### src/rtl/instr_encoder.sv
// Instruction encoder: turns decoded operation requests into 32-bit
// instruction words and writes them sequentially into an instruction memory.
//
// state   | meaning
// --------+-----------------------------------------------------------
// S_IDLE  | ready for a request; clr resets pointer/count
// S_WRITE | write strobe high, word/address held until imem_ack
// S_FULL  | last address written; requests ignored until clr

module instr_encoder #(
    parameter int ADDR_W = 8
) (
    input  logic              clk,
    input  logic              rst_n,
    input  logic              in_valid,
    output logic              in_ready,
    input  logic [2:0]        in_op,
    input  logic [4:0]        in_rs,
    input  logic [4:0]        in_rt,
    input  logic [4:0]        in_rd,
    input  logic [25:0]       in_imm,
    input  logic              clr,
    output logic              imem_we,
    output logic [ADDR_W-1:0] imem_addr,
    output logic [31:0]       imem_wdata,
    input  logic              imem_ack,
    output logic              full,
    output logic [ADDR_W:0]   wr_count
);

    localparam int                DEPTH     = 2 ** ADDR_W;
    localparam logic [ADDR_W-1:0] LAST_ADDR = ADDR_W'(DEPTH - 1);
    localparam logic [ADDR_W-1:0] PTR_ONE   = ADDR_W'(1);
    localparam logic [ADDR_W:0]   CNT_ONE   = (ADDR_W + 1)'(1);

    localparam logic [5:0] OPC_ADD  = 6'b100010;
    localparam logic [5:0] OPC_ADDI = 6'b001000;
    localparam logic [5:0] OPC_SUBI = 6'b111000;
    localparam logic [5:0] OPC_LW   = 6'b000011;
    localparam logic [5:0] OPC_SW   = 6'b001011;
    localparam logic [5:0] OPC_BEQ  = 6'b110100;
    localparam logic [5:0] OPC_BNE  = 6'b110101;
    localparam logic [5:0] OPC_JUMP = 6'b010010;

    typedef enum logic [1:0] {
        S_IDLE  = 2'd0,
        S_WRITE = 2'd1,
        S_FULL  = 2'd2
    } state_t;

    state_t              r_state;
    state_t              w_state_nxt;
    logic [ADDR_W-1:0]   r_wr_ptr;
    logic [ADDR_W-1:0]   w_wr_ptr_nxt;
    logic [ADDR_W:0]     r_wr_count;
    logic [ADDR_W:0]     w_wr_count_nxt;
    logic                r_imem_we;
    logic                w_imem_we_nxt;
    logic [ADDR_W-1:0]   r_imem_addr;
    logic [ADDR_W-1:0]   w_imem_addr_nxt;
    logic [31:0]         r_imem_wdata;
    logic [31:0]         w_imem_wdata_nxt;
    logic                r_full;
    logic                w_full_nxt;
    logic [31:0]         w_enc_word;
    logic [15:0]         w_br_off;

    // Branch offset is relative to the word after the one being written;
    // the 16-bit subtraction wraps silently.
    assign w_br_off = in_imm[15:0] - (16'(r_wr_ptr) + 16'd1);

    // Combinational encoding of the incoming request.
    always_comb begin
        w_enc_word = 32'd0;
        case (in_op)
            3'd0: w_enc_word = {OPC_ADD,  in_rs, in_rt, in_rd, 11'd0};
            3'd1: w_enc_word = {OPC_ADDI, in_rs, in_rt, in_imm[15:0]};
            3'd2: w_enc_word = {OPC_SUBI, in_rs, in_rt, in_imm[15:0]};
            3'd3: w_enc_word = {OPC_LW,   in_rs, in_rt, in_imm[15:0]};
            3'd4: w_enc_word = {OPC_SW,   in_rs, in_rt, in_imm[15:0]};
            3'd5: w_enc_word = {OPC_BEQ,  in_rs, in_rt, w_br_off};
            3'd6: w_enc_word = {OPC_BNE,  in_rs, in_rt, w_br_off};
            default: w_enc_word = {OPC_JUMP, in_imm};
        endcase
    end

    // Next-state and next-output decode; every output besides in_ready is
    // computed here and registered below.
    always_comb begin
        w_state_nxt      = r_state;
        w_wr_ptr_nxt     = r_wr_ptr;
        w_wr_count_nxt   = r_wr_count;
        w_imem_we_nxt    = r_imem_we;
        w_imem_addr_nxt  = r_imem_addr;
        w_imem_wdata_nxt = r_imem_wdata;
        w_full_nxt       = r_full;
        case (r_state)
            S_IDLE: begin
                w_imem_we_nxt = 1'b0;
                w_full_nxt    = 1'b0;
                if (clr) begin
                    w_wr_ptr_nxt   = '0;
                    w_wr_count_nxt = '0;
                end else if (in_valid) begin
                    w_imem_wdata_nxt = w_enc_word;
                    w_imem_addr_nxt  = r_wr_ptr;
                    w_imem_we_nxt    = 1'b1;
                    w_state_nxt      = S_WRITE;
                end
            end
            S_WRITE: begin
                // clr is deliberately not looked at: the pending write completes.
                if (imem_ack) begin
                    w_wr_count_nxt = r_wr_count + CNT_ONE;
                    w_imem_we_nxt  = 1'b0;
                    if (r_wr_ptr == LAST_ADDR) begin
                        w_full_nxt  = 1'b1;
                        w_state_nxt = S_FULL;
                    end else begin
                        w_wr_ptr_nxt = r_wr_ptr + PTR_ONE;
                        w_state_nxt  = S_IDLE;
                    end
                end
            end
            S_FULL: begin
                w_imem_we_nxt = 1'b0;
                w_full_nxt    = 1'b1;
                if (clr) begin
                    w_wr_ptr_nxt   = '0;
                    w_wr_count_nxt = '0;
                    w_full_nxt     = 1'b0;
                    w_state_nxt    = S_IDLE;
                end
            end
            default: begin
                w_imem_we_nxt = 1'b0;
                w_full_nxt    = 1'b0;
                w_state_nxt   = S_IDLE;
            end
        endcase
    end

    // State and output registers; reset aborts any write in flight.
    always_ff @(posedge clk or negedge rst_n) begin
        if (!rst_n) begin
            r_state      <= S_IDLE;
            r_wr_ptr     <= '0;
            r_wr_count   <= '0;
            r_imem_we    <= 1'b0;
            r_imem_addr  <= '0;
            r_imem_wdata <= 32'd0;
            r_full       <= 1'b0;
        end else begin
            r_state      <= w_state_nxt;
            r_wr_ptr     <= w_wr_ptr_nxt;
            r_wr_count   <= w_wr_count_nxt;
            r_imem_we    <= w_imem_we_nxt;
            r_imem_addr  <= w_imem_addr_nxt;
            r_imem_wdata <= w_imem_wdata_nxt;
            r_full       <= w_full_nxt;
        end
    end

    assign in_ready   = (r_state == S_IDLE);
    assign imem_we    = r_imem_we;
    assign imem_addr  = r_imem_addr;
    assign imem_wdata = r_imem_wdata;
    assign full       = r_full;
    assign wr_count   = r_wr_count;

endmodule
### config.mk
export PLATFORM = sky130hd
export DESIGN_NAME = instr_encoder
export DESIGN_NICKNAME = d
export VERILOG_FILES = /design/src/rtl/instr_encoder.sv
export SDC_FILE = /design/constraint.sdc
export NUM_CORES = 1
export LEC_CHECK = 0
export ABC_AREA = 1
export BUFFER_PORTS_ARGS = -buffer_cell sky130_fd_sc_hd__buf_4
export CAP_MARGIN = 20
export CORE_UTILIZATION = 35
export DETAILED_ROUTE_END_ITERATION = 12
export PLACE_DENSITY = 0.66
export SLEW_MARGIN = 20
export SYNTH_ARGS = -nofsm -noshare
export SYNTH_HDL_FRONTEND = slang
export SYNTH_SLANG_ARGS = --single-unit
### constraint.sdc
create_clock -name clk -period 3.1 [get_ports clk]
set_input_delay 0.93 -clock clk [delete_from_list [all_inputs] [get_ports clk]]
set_output_delay 0.93 -clock clk [all_outputs]
set_load 0.005 [all_outputs]
# Word level (Yosys, flattened, before mapping)

Index checks and enable logic that the tools add are counted.

$add $sub $neg: 4
Equality and inequality tests: 16
Mux-type cells: 22
Bitwise operators: 1
Reductions and logical operators: 9

Operators by type and width:

| kind                | count |
|---|---|
| $pmux 32 s7         | 1 |
| $mux 8              | 3 |
| $mux 9              | 2 |
| $pmux 9 s2          | 1 |
| $pmux 8 s2          | 1 |
| $sub 16x9->16       | 1 |
| $ne 2x2->1 const B  | 6 |
| $mux 2              | 5 |
| $add 8x1->9 const B | 1 |
| $add 9x1->9 const B | 1 |
| $eq 3x3->1 const B  | 3 |
| $add 8x1->8 const B | 1 |
| $eq 8x8->1 const B  | 1 |
| $reduce_and 4->1    | 2 |
| $eq 3x2->1 const B  | 2 |
| $mux 1              | 6 |
| $pmux 2 s3          | 1 |
| $reduce_and 3->1    | 2 |
| $pmux 1 s2          | 2 |
| $eq 3x1->1 const B  | 1 |
| $logic_not 3->1     | 1 |
| $eq 2x1->1 const B  | 1 |
| $eq 2x2->1 const B  | 1 |
| $logic_not 2->1     | 1 |
| other kinds (5)     | 5 |

Bits in registers: 61
Input port bits: 49
Word-level logic and storage cells: 59

# Longest topological paths before layout

Gate-level depths: netlist of run 1.

Depth in word-level cells: 4
Depth in mapped cells: 13
Gate-level depth less buffers: 13

# Worst setup path before layout of run 1

No wires, ideal clock.

Kind: in2reg
Start: input in_imm[0]
End: register r_imem_wdata[14] (netlist: imem_wdata[14])
Setup time: 0.120 ns
Arrival time: 2.220 ns
Required time: 2.980 ns
Path slack: 0.760 ns
Stages on the path: 10
Path buffers: 0
Cells stage by stage: ha_1 fa_1 nand3_1 nand2_1 nand3_1 nand3_1 nor2_1 o21ai_0 nand3_1 nand2_1

Cells in the longest elaborated chain, start to end: 2

RTL lines:

| what                 | RTL line | source |
|---|---|---|
| start, declared      | 21       | `input logic [25:0] in_imm,` |
| $sub 16x9->16        | 70       | `assign w_br_off = in_imm[15:0] - (16'(r_wr_ptr) + 16'd1);` |
| $pmux 32 s7          | 75       | `case (in_op)` |
| end signal, assigned | 159      | `r_imem_wdata <= w_imem_wdata_nxt;` |
| end, declared        | 61       | `logic [31:0] r_imem_wdata;` |

Every way passes these cells.
A chain may end at the register's enable or synchronous reset.

# Final worst setup path of run 1

Same ends and word-level chain as after synthesis.

==> results_dict.tcl, run 1 <==
set metrics [dict create \
    status "finished, final reports clean" \
    pwr-share-comb_pct 39.7 \
    seqPwrFrac_pct 37.5 \
    finalSetupViolCount 0 \
    synthesis.nets 544 \
    dpl_cell_area_sq_um 4574 \
    die_area_sq_um 10980 \
    rows 37 \
    crit_path_end_kind "register" \
    synth_top_area_share_pct 41.29 \
    root_buffer "clkbuf_8" \
    ys.flop_type "dfrtp_1" \
    numCtsBuffers 9 \
    cts_tree "yes" \
    antenna_found_initial 0 \
    ys_seq_elements 61 \
    synth.avg_cell_area_sq_um 7.687 \
    critical_path.most_common_cell "nand3_1" \
    finalHoldViolCount 0 \
    grt_max_degree 62 \
    power_frac_clock_pct 22.8 \
    final_common_cell "nand2_1" \
    tightest_slew_ns 0.9002 \
    drc 0 \
    synth_top_cell_by_area "dfrtp_1" \
    r2r_slack_ns 0.91 \
    numPortBuffers 100 \
    fillers 1050 \
    powerDensity_nw_per_um2 694.0 \
    drtIter0Drc 158 \
    cts_sinks 61 \
    synthAdderAreaFrac_pct 4.941 \
    num_vias 3565 \
    track_usage_pct 18.61 \
    holdBufCountCts 0 \
    p_int_mw 2.155 \
    fin_area_sq_um 4786 \
    slew_violations 0 \
    core_area_sq_um 10280 \
    drv_cap 0 \
    grt_overflow_total 0 \
    cp_top_family "simple AND/OR/NAND/NOR gates" \
    dp_hpwl_microns 7072 \
    wl_met3_microns 509 \
    h-tree-depth 3 \
    routed.top_layer "met4" \
    crit_path_start_kind "input port" \
    synthDistinctLibCells 44 \
    synthTopCellsByArea "dfrtp_1 (41%), nand2_1 (13%), o21ai_0 (5.4%)" \
    startpoint "in_imm[0]" \
    endpoint "imem_wdata[14]$_DFFE_PN0P_" \
    ctsResizeCount 0 \
    fp.dieW_microns 104.8 \
    r2r-end "imem_wdata[14]$_DFFE_PN0P_" \
    synth_edf_count 0 \
    syn_area_sq_um 3697 \
    wl_met1_microns 4702 \
    clock_latency_ns 0.34 \
    cp_num_buf_inv 1 \
    finClkSkew_ns 0.006398 \
    wl_per_cell_microns 13.70 \
    avgViaCountPerCell 4.938 \
    synth_xor_area_share_pct 1.421 \
    multi_input_area_sq_um 1907 \
    synth_top_family_by_area "simple AND/OR/NAND/NOR gates" \
    cp.arrival_ns 2.56 \
    layout_common_cells "nand2_1 (129), buf_4 (103), dfrtp_1 (61)" \
    dp_worst_setup_slack_ns 0.4346 \
    synth_compound_area_share_pct 16.65 \
    syn_inst 481 \
    timing.final.ws_setup_ns 0.7694 \
    drive_gt1_share_pct 26.45 \
    post-route-period-util_pct 75.18 \
    seq_area_sq_um 1526 \
    rsz0062_at_grt "no" \
    crit_path_top_delay_cell "fa_1" \
    crit_type "in2reg" \
    synthArstFlopShare_pct 100.0 \
    synth_mux_area_share_pct 0.3046 \
    synth_warnings 0 \
    tns_ns 0 \
    post-cts-setup-buffer-count 0 \
    netSwitchingFraction_pct 35.11 \
    syn2layout_area_growth_pct 29.44 \
    leakagePower_nw 2.352 \
    vdd_drop_max_mv 0.3242 \
    maxSlewHeadroom_pct 39.90 \
    grt_pass1_wl_microns 16330 \
    seq_area_frac_synth_pct 41.29 \
    min-delay-start "imem_wdata[9]$_DFFE_PN0P_" \
    synth-simple-area-share_pct 28.09 \
    grt_pass1_vias 3377 \
    ioPinCount 101 \
    finalCriticalPeriod_ns 2.331 \
    r2r_start "r_wr_ptr[0]$_DFFE_PN0P_" \
    worst_path_largest_cell_delay_ns 0.41 \
    cts_buffer_depth 2 \
    cp.required_ns 3.33 \
    hold_path_class "reg2reg" \
    n_antenna_cell 0 \
    firstDrtPassIters 4 \
    cp_cell_sequence "buf_4 > ha_1 > fa_1 > nand3_1 > nand2_1 > nand3_1 > nand3_1 > nor2_1 > o21ai_0 > nand3_1 > nand2_1" \
    reg2regPathDepth 11 \
    ant_nets 0 \
    critPathMaxFanout 5 \
    gp_congestion 0.8990 \
    wl_met2_microns 4559 \
    cp.depth 11 \
    path_clk_slew_ns 0.07 \
    dieHeight_microns 104.8 \
    drt_wl_total_microns 9892 \
    switchingPower_mw 1.166 \
    fmax_mhz 429.1 \
    nets 644 \
    start_util_pct 35.98 \
]
==> worst reg2reg max path, stage by stage, from the launching register on <==
cell,delay [ns]
dfrtp_1,0.36
inv_1,0.16
ha_1,0.27
fa_1,0.41
nand3_1,0.10
nand2_1,0.12
nand3_1,0.20
nand3_1,0.15
nor2_1,0.11
o21ai_0,0.08
nand3_1,0.07
nand2_1,0.05
==> cell usage after synthesis (3+ instances only) <==
| master | count |
|---|---|
| nand3_1 | 37 |
| o21ai_2 | 3 |
| a2bb2oi_2 | 3 |
| inv_1 | 42 |
| nand2_2 | 3 |
| buf_2 | 7 |
| nor2_1 | 33 |
| a21oi_1 | 21 |
| nand2_1 | 129 |
| nand3_2 | 3 |
| dfrtp_1 | 61 |
| o31ai_1 | 3 |
| a21boi_1 | 3 |
| xor2_1 | 6 |
| o21ai_0 | 40 |
| nand4_1 | 3 |
| ha_1 | 13 |
| nor3_1 | 7 |
| inv_2 | 9 |
| o21ai_1 | 17 |
| or2_2 | 5 |
| clkbuf_1 | 5 |
| o22ai_1 | 3 |
==> how the worst min path moves through the flow <==
| stage | end | cells after the start |
|---|---|---|
| floorplan | imem_wdata[30]$_DFFE_PN0P_ | 2 |
| global placement | imem_wdata[29]$_DFFE_PN0P_ | 1 |
| detailed placement | imem_wdata[29]$_DFFE_PN0P_ | 1 |
| CTS | imem_wdata[29]$_DFFE_PN0P_ | 1 |
| global route | imem_wdata[29]$_DFFE_PN0P_ | 1 |
| finish | imem_wdata[9]$_DFFE_PN0P_ | 2 |
==> through the flow <==
stage / cells / hold WS (ns) / utilization, % / total power [mW]
global placement: 706 / 0.4658 / 44.51 / 2.559
detailed placement: 706 / 0.4680 / 44.51 / 2.591
global route: 722 / 0.4903 / 46.57 / 3.576
finish: 722 / 0.4809 / 46.57 / 3.321
floorplan: 481 / 0.4654 / - / 1.933
CTS: 722 / 0.4851 / 46.57 / 3.367
==> power by group through the flow <==
stage,combinational (mW),sequential [mW],clock (mW)
finish,1.32,1.24,0.758
global route,1.48,1.28,0.814
CTS,1.34,1.24,0.783
detailed placement,1.33,1.26,0
global placement,1.31,1.25,0
floorplan,0.679,1.25,0
==> metal layers <==
metal,global-route usage (%),vias up
li1,-,1792
met1,25.27,1655
met2,29.71,108
met3,3.431,10
met4,6.439,0
met5,0,-
==> state kept, by name, indices dropped and copies added (netlist names) <==
register    count
imem_we         1
full            1
imem_wdata     32
wr_count        9
imem_addr       8
r_state         2
r_wr_ptr        8
==> layout make-up <==
| class | instances | share of cell area, % |
|---|---|---|
| Clock buffer | 13 | 3.529 |
| Clock inverter | 3 | 0.8889 |
| Inverter | 52 | 4.131 |
| Multi-Input combinational cell | 354 | 39.84 |
| Sequential cell | 61 | 31.90 |
| Tap cell | 136 | 3.556 |
| Timing Repair Buffer | 103 | 16.16 |
==> cells by family (layout without fill, tap and decap cells) <==
logic type,count (synthesis),in the layout
AO/OA/AOI/OAI,103,103
AND/OR/NAND/NOR,230,230
XOR/XNOR,6,6
adder cells (fa/ha/maj),14,14
buffers and inverters,66,171
multiplexers,1,1
flip-flops,61,61
Note: power is estimated with default switching activity, not from simulation.
==> run 2, diff against run 1 <==
Clock period 3.1 ns to 2.3 ns, I/O delays scaled along.
==> results_dict.tcl, run 2 (same netlist as run 1, synthesis figures left out) <==
set metrics [dict create \
    wl_per_cell_microns 13.70 \
    cts_buffer_depth 2 \
    clock_latency_ns 0.36 \
    grt_overflow_total 0 \
    grt_max_degree 62 \
    die_area_sq_um 10980 \
    timing.final.ws_setup_ns 0.2582 \
    powerDensity_nw_per_um2 952.8 \
    finalSetupViolCount 0 \
    drt_wl_total_microns 10010 \
    post-cts-setup-buffer-count 0 \
    syn2layout_area_growth_pct 32.22 \
    fp.dieW_microns 104.8 \
    fin_cells 731 \
    crit_path_top_delay_cell "dfrtp_1" \
    firstDrtPassIters 4 \
    finalCriticalPeriod_ns 2.042 \
    cts_sinks 61 \
    drc 0 \
    status "finished, final reports clean" \
    final_common_cell "nand2_1" \
    n_antenna_cell 0 \
    dp_worst_setup_slack_ns 0.005528 \
    numPortBuffers 100 \
    vdd_drop_max_mv 0.3106 \
    worst_path_largest_cell_delay_ns 0.47 \
    post-route-period-util_pct 88.77 \
    track_usage_pct 19.08 \
    finalHoldViolCount 0 \
    cts_tree "yes" \
    avgViaCountPerCell 4.896 \
    rsz0062_at_grt "no" \
    ctsResizeCount 0 \
    slew_violations 0 \
    tightest_slew_ns 0.8077 \
    core_area_sq_um 10280 \
    hold_path_class "in2async" \
    dp_hpwl_microns 7305 \
    antenna_found_initial 0 \
    crit_type "reg2out" \
    place_inst 715 \
    ant_nets 0 \
    cp.required_ns 1.61 \
    drive_gt1_share_pct 27.73 \
    root_buffer "clkbuf_8" \
    largest_reg_flops 32 \
    grt_pass1_wl_microns 16510 \
    h-tree-depth 3 \
    dieHeight_microns 104.8 \
    fillers 1042 \
    tns_ns 0 \
    num_vias 3579 \
    layout_common_cells "nand2_1 (129), buf_4 (111), dfrtp_1 (61)" \
    maxSlewHeadroom_pct 46.16 \
    grt_pass1_vias 3420 \
    drtIter0Drc 129 \
    holdBufCountCts 0 \
    cp_cell_sequence "inv_1 > ha_1 > buf_4" \
    drv_cap 0 \
    leakagePower_nw 2.399 \
    rows 37 \
    critPathMaxFanout 6 \
    crit_path_start_kind "register" \
    ioPinCount 101 \
    crit_path_end_kind "output port" \
    start_util_pct 35.98 \
    path_clk_slew_ns 0.08 \
    gp_congestion 0.9091 \
    timing.hold.ws_ns 0.4258 \
    cp.arrival_ns 1.35 \
    finClkSkew_ns 0.01531 \
    fmax_mhz 489.8 \
    numCtsBuffers 9 \
    nets 653 \
]
-- run 2: cell count changes in the layout (fill, tap and decap cells not counted), sizes merged --
cell / previous run / this run
bufinv: 1 / 2
clkinv: 1 / 0
clkbuf: 13 / 11
clkinvlp: 1 / 3
buf: 103 / 112
-- run 2: layout make-up --
class	count	area, sq um	share of cell area, %
Clock inverter	5	82.58	1.689
Timing Repair Buffer	112	853.3	17.46
Tap cell	136	170.2	3.481
Multi-Input combinational cell	354	1907	39.01
Sequential cell	61	1526	31.23
Inverter	52	197.7	4.044
Clock buffer	11	151.4	3.097
-- run 2: critical path: cells and delay by family (launching register included) --
kind	cells	cell delay, ns
adder cells (fa/ha/maj)	1	0.27
flip-flops	1	0.47
buffers and inverters	2	0.27
-- run 2: per-layer routing --
layer | part of all wire (%) | routed length (microns) | GRT usage, %
met5 | 0 | 0 | 0
met4 | 2.1 | 212 | 8.652
met3 | 4.8 | 479 | 3.930
met2 | 45 | 4506 | 30.37
met1 | 48 | 4814 | 24.92
-- run 2: worst paths after layout --
check | start | endpoint | slack, ns | depth (start not counted)
max in group asynchronous | rst_n | imem_wdata[0]$_DFFE_PN0P_ | 1.35 | 1
worst max register to register | r_state[0]$_DFFE_PN0P_ | imem_wdata[24]$_DFFE_PN0P_ | 0.27 | 8
worst min-delay path | rst_n | wr_count[0]$_DFFE_PN0P_ | 0.43 | 1
worst min register to register | imem_wdata[29]$_DFFE_PN0P_ | imem_wdata[29]$_DFFE_PN0P_ | 0.48 | 1
worst max-delay path | r_state[0]$_DFFE_PN0P_ | in_ready | 0.26 | 3
min in group clk | imem_wdata[29]$_DFFE_PN0P_ | imem_wdata[29]$_DFFE_PN0P_ | 0.48 | 1
-- run 2: through the flow --
stage / util (%) / cell area, sq um / total power [mW]
3_3_place_gp: 45.29 / 4654 / 3.512
5_1_grt: 47.57 / 4888 / 4.986
3_5_place_dp: 45.29 / 4654 / 3.559
2_1_floorplan: - / 3697 / 2.605
6_report: 47.57 / 4888 / 4.658
4_1_cts: 47.57 / 4888 / 4.715
-- run 2: report_power, final --
part | internal, mW | switching [mW]
Clock | 0.669 | 0.461
Sequential | 1.43 | 0.255
Combinational | 0.929 | 0.909
